<file path="config.mk">
export PLATFORM = sky130hd
export DESIGN_NAME = jtpopeye_dma
export DESIGN_NICKNAME = d
export VERILOG_FILES = /design/src/rtl/jtpopeye_dma.sv
export SDC_FILE = /design/constraint.sdc
export NUM_CORES = 1
export LEC_CHECK = 0
export ABC_AREA = 1
export CELL_PAD_IN_SITES_DETAIL_PLACEMENT = 2
export CELL_PAD_IN_SITES_GLOBAL_PLACEMENT = 2
export CORE_MARGIN = 10
export CORE_UTILIZATION = 25
export CTS_CLUSTER_DIAMETER = 200
export DETAILED_ROUTE_END_ITERATION = 7
export PLACE_DENSITY_LB_ADDON = 0.1
export REMOVE_ABC_BUFFERS = 1
export SETUP_SLACK_MARGIN = 0.1
export SLEW_MARGIN = 20
export SYNTH_ARGS = -nofsm -noshare
export SYNTH_HDL_FRONTEND = slang
export SYNTH_SLANG_ARGS = --single-unit
export TNS_END_PERCENT = 1
</file>
<file path="constraint.sdc">
create_clock -name clk -period 1.45 [get_ports clk]
set_input_delay 0.145 -clock clk [delete_from_list [all_inputs] [get_ports clk]]
set_output_delay 0.145 -clock clk [all_outputs]
set_load 0.05 [all_outputs]
</file>
<file path="src/rtl/jtpopeye_dma.sv">
// jtpopeye_dma: copies LEN bytes of main RAM into the object buffer on every VB rising edge
// and flips the object buffer bank once the copy is done.
module jtpopeye_dma #(
  parameter logic [10:0] LEN = 11'd1024
) (
  input  logic       clk,
  input  logic       rst_n,
  input  logic       cen,
  input  logic       VB,
  output logic       busrq_n,
  input  logic       busak_n,
  output logic       dma_cs,
  output logic [9:0] AD_DMA,
  input  logic [7:0] DD_DMA,
  output logic       obj_we,
  output logic [9:0] obj_addr,
  output logic [7:0] obj_data,
  output logic       obj_bank,
  output logic       busy,
  output logic       done
);
  typedef enum logic [2:0] {IDLE, REQ, COPY, FLUSH, REL} state_t;
  localparam int FLUSH_DEPTH = 2;
  state_t     r_st;
  logic       r_vbl;
  logic       r_fcnt;
  logic       r_rd_v;
  logic [9:0] r_rd_a;
  logic       w_start;
  logic       w_last;
  assign w_start = VB & ~r_vbl;
  assign w_last  = {1'b0, AD_DMA} == LEN - 11'd1;
  // r_rd_v/r_rd_a track the address the RAM sampled; its data lands one tick later
  always_ff @(posedge clk) begin
    if (!rst_n) begin
      r_st     <= IDLE;
      r_vbl    <= 1'b0;
      r_fcnt   <= 1'b0;
      r_rd_v   <= 1'b0;
      r_rd_a   <= '0;
      busrq_n  <= 1'b1;
      dma_cs   <= 1'b0;
      AD_DMA   <= '0;
      obj_we   <= 1'b0;
      obj_addr <= '0;
      obj_data <= '0;
      obj_bank <= 1'b0;
      busy     <= 1'b0;
      done     <= 1'b0;
    end else if (cen) begin
      r_vbl  <= VB;
      r_rd_v <= r_st == COPY;
      r_rd_a <= AD_DMA;
      obj_we <= r_rd_v;
      if (r_rd_v) begin
        obj_addr <= r_rd_a;
        obj_data <= DD_DMA;
      end
      done <= 1'b0;
      case (r_st)
        IDLE: if (w_start) begin
          r_st    <= REQ;
          busrq_n <= 1'b0;
          busy    <= 1'b1;
        end
        REQ: if (!busak_n) begin
          r_st   <= COPY;
          dma_cs <= 1'b1;
          AD_DMA <= '0;
        end
        COPY: if (w_last) begin
          r_st   <= FLUSH;
          r_fcnt <= 1'b0;
        end else AD_DMA <= AD_DMA + 10'd1;
        FLUSH: if (r_fcnt == 1'(FLUSH_DEPTH - 1)) begin
          r_st     <= REL;
          busrq_n  <= 1'b1;
          dma_cs   <= 1'b0;
          done     <= 1'b1;
          obj_bank <= ~obj_bank;
        end else r_fcnt <= r_fcnt + 1'b1;
        REL: begin
          r_st <= IDLE;
          busy <= 1'b0;
        end
        default: r_st <= IDLE;
      endcase
    end
  end
endmodule

</file>
# After elaboration in Yosys (flattened, before gate mapping)
# Index checks and enable logic that the tools add are counted.
# Widths: inputs -> output; s select.
[word_totals] ff_bits=50 latch_bits=0 mem_bits_rw=0 romBits=0 inputBits=13 out_inout_bits=34 elab_cells=64 mem_count=0
[classes] add_sub_neg=2 n_mul=0 div_mod_pow=0 magnitude_cmp=0 n_eq_ne=10 shift=0 mux=21 bitwise=3 n_reduce_logical=14
[op_table] op="$mux 10" count=2
[op_table] op="$pmux 10 s2" count=1
[op_table] op="$mux 3" count=4
[op_table] op="$pmux 3 s4" count=1
[op_table] op="$reduce_and 4->1" count=3
[op_table] op="$add 10x1->10 const B" count=1
[op_table] op="$eq 10x10->1 const B" count=1
[op_table] op="$ne 2x2->1 const B" count=5
[op_table] op="$reduce_bool 2->1" count=5
[op_table] op="$mux 1" count=9
[op_table] op="$reduce_and 3->1" count=3
[op_table] op="$pmux 1 s2" count=4
[op_table] op="$eq 3x2->1 const B" count=2
[op_table] op="$reduce_and 5->1" count=1
[op_table] op="$eq 3x1->1 const B" count=1
[op_table] op="$eq 3x3->1 const B" count=1
[op_table] op="$logic_not 3->1" count=1
[op_table] op="$not 1->1" count=2
[op_table] op="$reduce_and 2->1" count=1
[op_table] op="$add 1x1->1 const B" count=1
[op_table] op="$and 1x1->1" count=1

# Depth between registers and ports, before layout
# Gate-level depths: netlist (run 1).
[logic_depth] word_depth=4 mapped_depth=11 mapped_depth_nobuf=10

# Worst setup path after synthesis (run 1)
# Ideal clock, no wire load.
[synth_path] path_kind="reg-to-reg" startpoint="reg AD_DMA[1]" endpoint="reg AD_DMA[8]" setup_ns=0.110 arrival_ns=1.702 required_time_ns=1.340 slack_ns=-0.362 path_stages_with_launch=12 n_path_buf=1 period_less_slack_ns=1.812 path_cell_list="dfxtp_1 -> ha_1 -> nand2_2 -> nor2_2 -> nand3_2 -> nand2_4 -> nand2_4 -> buf_6 -> nand3_1 -> nand2_1 -> inv_1 -> nor2_1"
[synth_via] elab_chain_cells=3 elab_cells_between_ends=6 classes_between="1 x add/sub; 2 x eq/ne; 2 x mux; 1 x reduce/logical"
[synth_lines] element="from (decl)" line="13" rtl="output logic [9:0] AD_DMA,"
[synth_lines] element="from (signal assigned)" line="74" rtl="end else AD_DMA <= AD_DMA + 10'd1;"
[synth_lines] element="$add 10x1->10 / $eq 10x10->1 (equally long branches)" line="74, 32"
[synth_lines] element="$mux 10 / $ne 2x2->1 (equally long branches)"
[synth_lines] element="$pmux 10 s2 / $reduce_and 4->1 (equally long branches)"
# Several ways; a longest one is shown, not always the timed one. The select of a mux whose other input is x is not followed.
# A chain may end at the register's enable or synchronous reset.

# Worst setup path after layout (run 1)
[layout_path] startpoint="reg AD_DMA[0]" endpoint="reg AD_DMA[7]"
# The elaborated chain is that of the path after synthesis.

==> results of run 1 <==
==> metal layers <==
layer / global-route usage, % / wire, um
met1: 13.5 / 3290
met2: 18.7 / 3360
met3: 2.80 / 306
met4: 2.28 / 39
met5: 0 / 0
==> timing repair <==
| action | in CTS | in global routing |
|---|---|---|
| setup endpoints to repair | 14 | 18 |
| hold endpoints to repair | 0 | 0 |
| pin swaps | 16 | 8 |
| resized for setup | 28 | 16 |
| buffers inserted | 1 | 1 |
==> critical path: stages, from the launching register on <==
cell and delay, ns:
dfxtp_2 0.38, ha_4 0.16, nand2_4 0.07, nor2_4 0.12, nand3_4 0.10, nand2_4 0.09
nand2_4 0.08, buf_12 0.15, nand3_2 0.05, nand2_1 0.04, inv_1 0.06, nor2_2 0.04
==> power by group <==
part / total (mW) / switching [mW] / leakage, nW / internal, mW
clock: 0.906 / 0.546 / 0.0502 / 0.359
combinational: 0.530 / 0.314 / 0.839 / 0.216
sequential: 1.45 / 0.0302 / 0.408 / 1.42
==> layout make-up <==
cell class | count | area share (%)
sequential | 50 | 31.5
multi-input combinational | 211 | 34.6
tap | 105 | 4.10
inverter | 26 | 3.17
clock inverter | 3 | 0.899
timing repair buffer | 77 | 23.6
clock buffer | 5 | 2.15
==> metrics by stage <==
stage	worst slack [ns]	setup TNS, ns
after floorplan	-0.385	-4.03
after global placement	-0.197	-3.12
after detailed placement	-0.242	-4.20
after CTS	-0.0154	-0.0239
after global routing	-0.0595	-0.366
final	0.0303	0
==> flip-flops by register name, summed over array words and instances (netlist names) <==
register  count
AD_DMA       10
r_fcnt        1
r_rd_a       10
dma_cs        1
obj_addr     10
obj_data      8
r_vbl         1
busrq_n       1
obj_we        1
done          1
r_st          3
obj_bank      1
r_rd_v        1
busy          1
==> kinds of logic after synthesis <==
family	count (synthesis)	synth area share, %
buf+inv	38	8.01
compound gates	55	13.6
simple gates	155	31.4
flops	50	46.5
fa+ha+maj	1	0.581
==> final timing paths <==
| check | to | slack [ns] | depth (start not counted) |
|---|---|---|---|
| min | busy | 0.47 | 2 |
| max | AD_DMA[7] | 0.03 | 11 |
| min reg2reg | busy | 0.47 | 2 |
| max reg2reg | AD_DMA[7] | 0.03 | 11 |
==> synth_stat cells <==
| master | count | area (sq um) |
|---|---|---|
| o21ai_0 | 33 | 165 |
| clkinv_2 | 1 | 5.00 |
| buf_4 | 1 | 7.51 |
| a21oi_1 | 20 | 100 |
| a31oi_4 | 1 | 21.3 |
| nand2_1 | 53 | 199 |
| clkinv_1 | 1 | 3.75 |
| nor3_1 | 1 | 5.00 |
| nand3_2 | 5 | 50.1 |
| inv_2 | 3 | 11.3 |
| nand2_2 | 3 | 18.8 |
| ha_1 | 1 | 12.5 |
| clkbuf_1 | 6 | 22.5 |
| nand3b_1 | 1 | 7.51 |
| buf_6 | 3 | 33.8 |
| nor2_2 | 2 | 12.5 |
| nor2_1 | 66 | 248 |
| a31oi_1 | 1 | 6.26 |
| nand4_1 | 1 | 6.26 |
| or2_2 | 1 | 6.26 |
| nand3_1 | 20 | 100 |
| dfxtp_1 | 50 | 1000 |
| buf_2 | 2 | 10.0 |
| nand2_4 | 2 | 22.5 |
| inv_1 | 21 | 78.8 |
==> results.json, run 1 <==
{
  "drive_above_1_share_pct": 33.1,
  "final_common_cell": "nor2_1",
  "diodes": 0,
  "io_buffers": 46,
  "vias": 2173,
  "cap_violations": 0,
  "drt_iter0_markers": 38,
  "htree_levels": 2,
  "ctsLongestPathBuffers": 2,
  "fillCellCount": 973,
  "criticalPathCategory": "register to register",
  "fin_crit_ns": 1.42,
  "finalMaxSlewViolations": 0,
  "dieArea_sq_mm": 0.0127,
  "grt_pass1_wl_um": 11700,
  "multi_input_area_sq_mm": 0.00111,
  "die_y_um": 113,
  "grt_start_max_net_pins": 30,
  "antenna_found_initial": 0,
  "cts-root-buf": "clkbuf_8",
  "cts_tree": "yes",
  "start_kind": "register",
  "placedInstanceArea_sq_mm": 0.00294,
  "ir_worst_vdd_uv": 380,
  "ys_types": 25,
  "syn2layout_area_growth_pct": 48.6,
  "yosysWarnings": 0,
  "worstPathMaxFanout": 8,
  "grt_pass1_vias": 2342,
  "p_per_area_mw_per_mm2": 901,
  "drt-total-wl_um": 7000,
  "ctsHoldBuffers": 0,
  "avgViaCountPerCell": 4.56,
  "synth.avg_cell_area_sq_um": 7.21,
  "netlist_instances": 299,
  "grt_overflow": 0,
  "rsz0062_at_grt": "true",
  "final_cell_mix": "nor2_1, buf_4, nand2_1",
  "dp_cells": 467,
  "r2r-start": "AD_DMA[0]",
  "outcome": "finished, final reports clean",
  "post-route-period-util_pct": 97.9,
  "fp-row-count": 33,
  "totalPowerFinal_mw": 2.88,
  "cp.required_ns": 1.67,
  "pin_count": 47,
  "seq_area_frac_synth_pct": 46.5,
  "min_from": "busy",
  "slew_headroom_pct": 74.8,
  "gp_congestion": 0.810,
  "timing.critical_path.from": "AD_DMA[0]",
  "synth_area_sq_mm": 0.00215,
  "dp_hpwl_um": 5510,
  "worstMarginPinSlew_ns": 0.376,
  "nNetsFinal": 385,
  "clk_pin_slew_ns": 0.11,
  "finish.utilization_pct": 38.6,
  "wl_per_cell_um": 14.7,
  "crit_arrival_ns": 1.64,
  "min_path_type": "register to register",
  "regArea_sq_mm": 0.00101,
  "ys_ff_latch": 50,
  "grt_usage_pct": 11.0,
  "setup_viol": 0,
  "cp-end-kind": "register",
  "drcViolationCount": 0,
  "clock-sinks": 50,
  "hold_slack_ns": 0.469,
  "die_w_um": 113,
  "postLayoutCellArea_sq_mm": 0.00320,
  "ant_nets": 0,
  "fmax_mhz": 704,
  "finalNonFillerCells": 477,
  "clkLatencyLatePin_ns": 0.31,
  "finalHoldViolCount": 0,
  "start_util_pct": 26.0,
  "dr.pass1.iters": 3,
  "core_sq_mm": 0.00830,
  "cts_buffers": 5,
  "skew_ns": 0.00809,
  "p_leak_nw": 1.30
}
(Power assumes the default switching activity.)
==> run 2, diff against run 1 <==
--- a/config.mk
+++ b/config.mk
@@ -12,6 +12,7 @@
 export CORE_UTILIZATION = 25
 export CTS_CLUSTER_DIAMETER = 200
 export DETAILED_ROUTE_END_ITERATION = 7
+export GPL_ROUTABILITY_DRIVEN = 0
 export PLACE_DENSITY_LB_ADDON = 0.1
 export REMOVE_ABC_BUFFERS = 1
 export SETUP_SLACK_MARGIN = 0.1
==> results of run 2 <==
No change in the layout: final DEF, timing and power equal those of run 1.
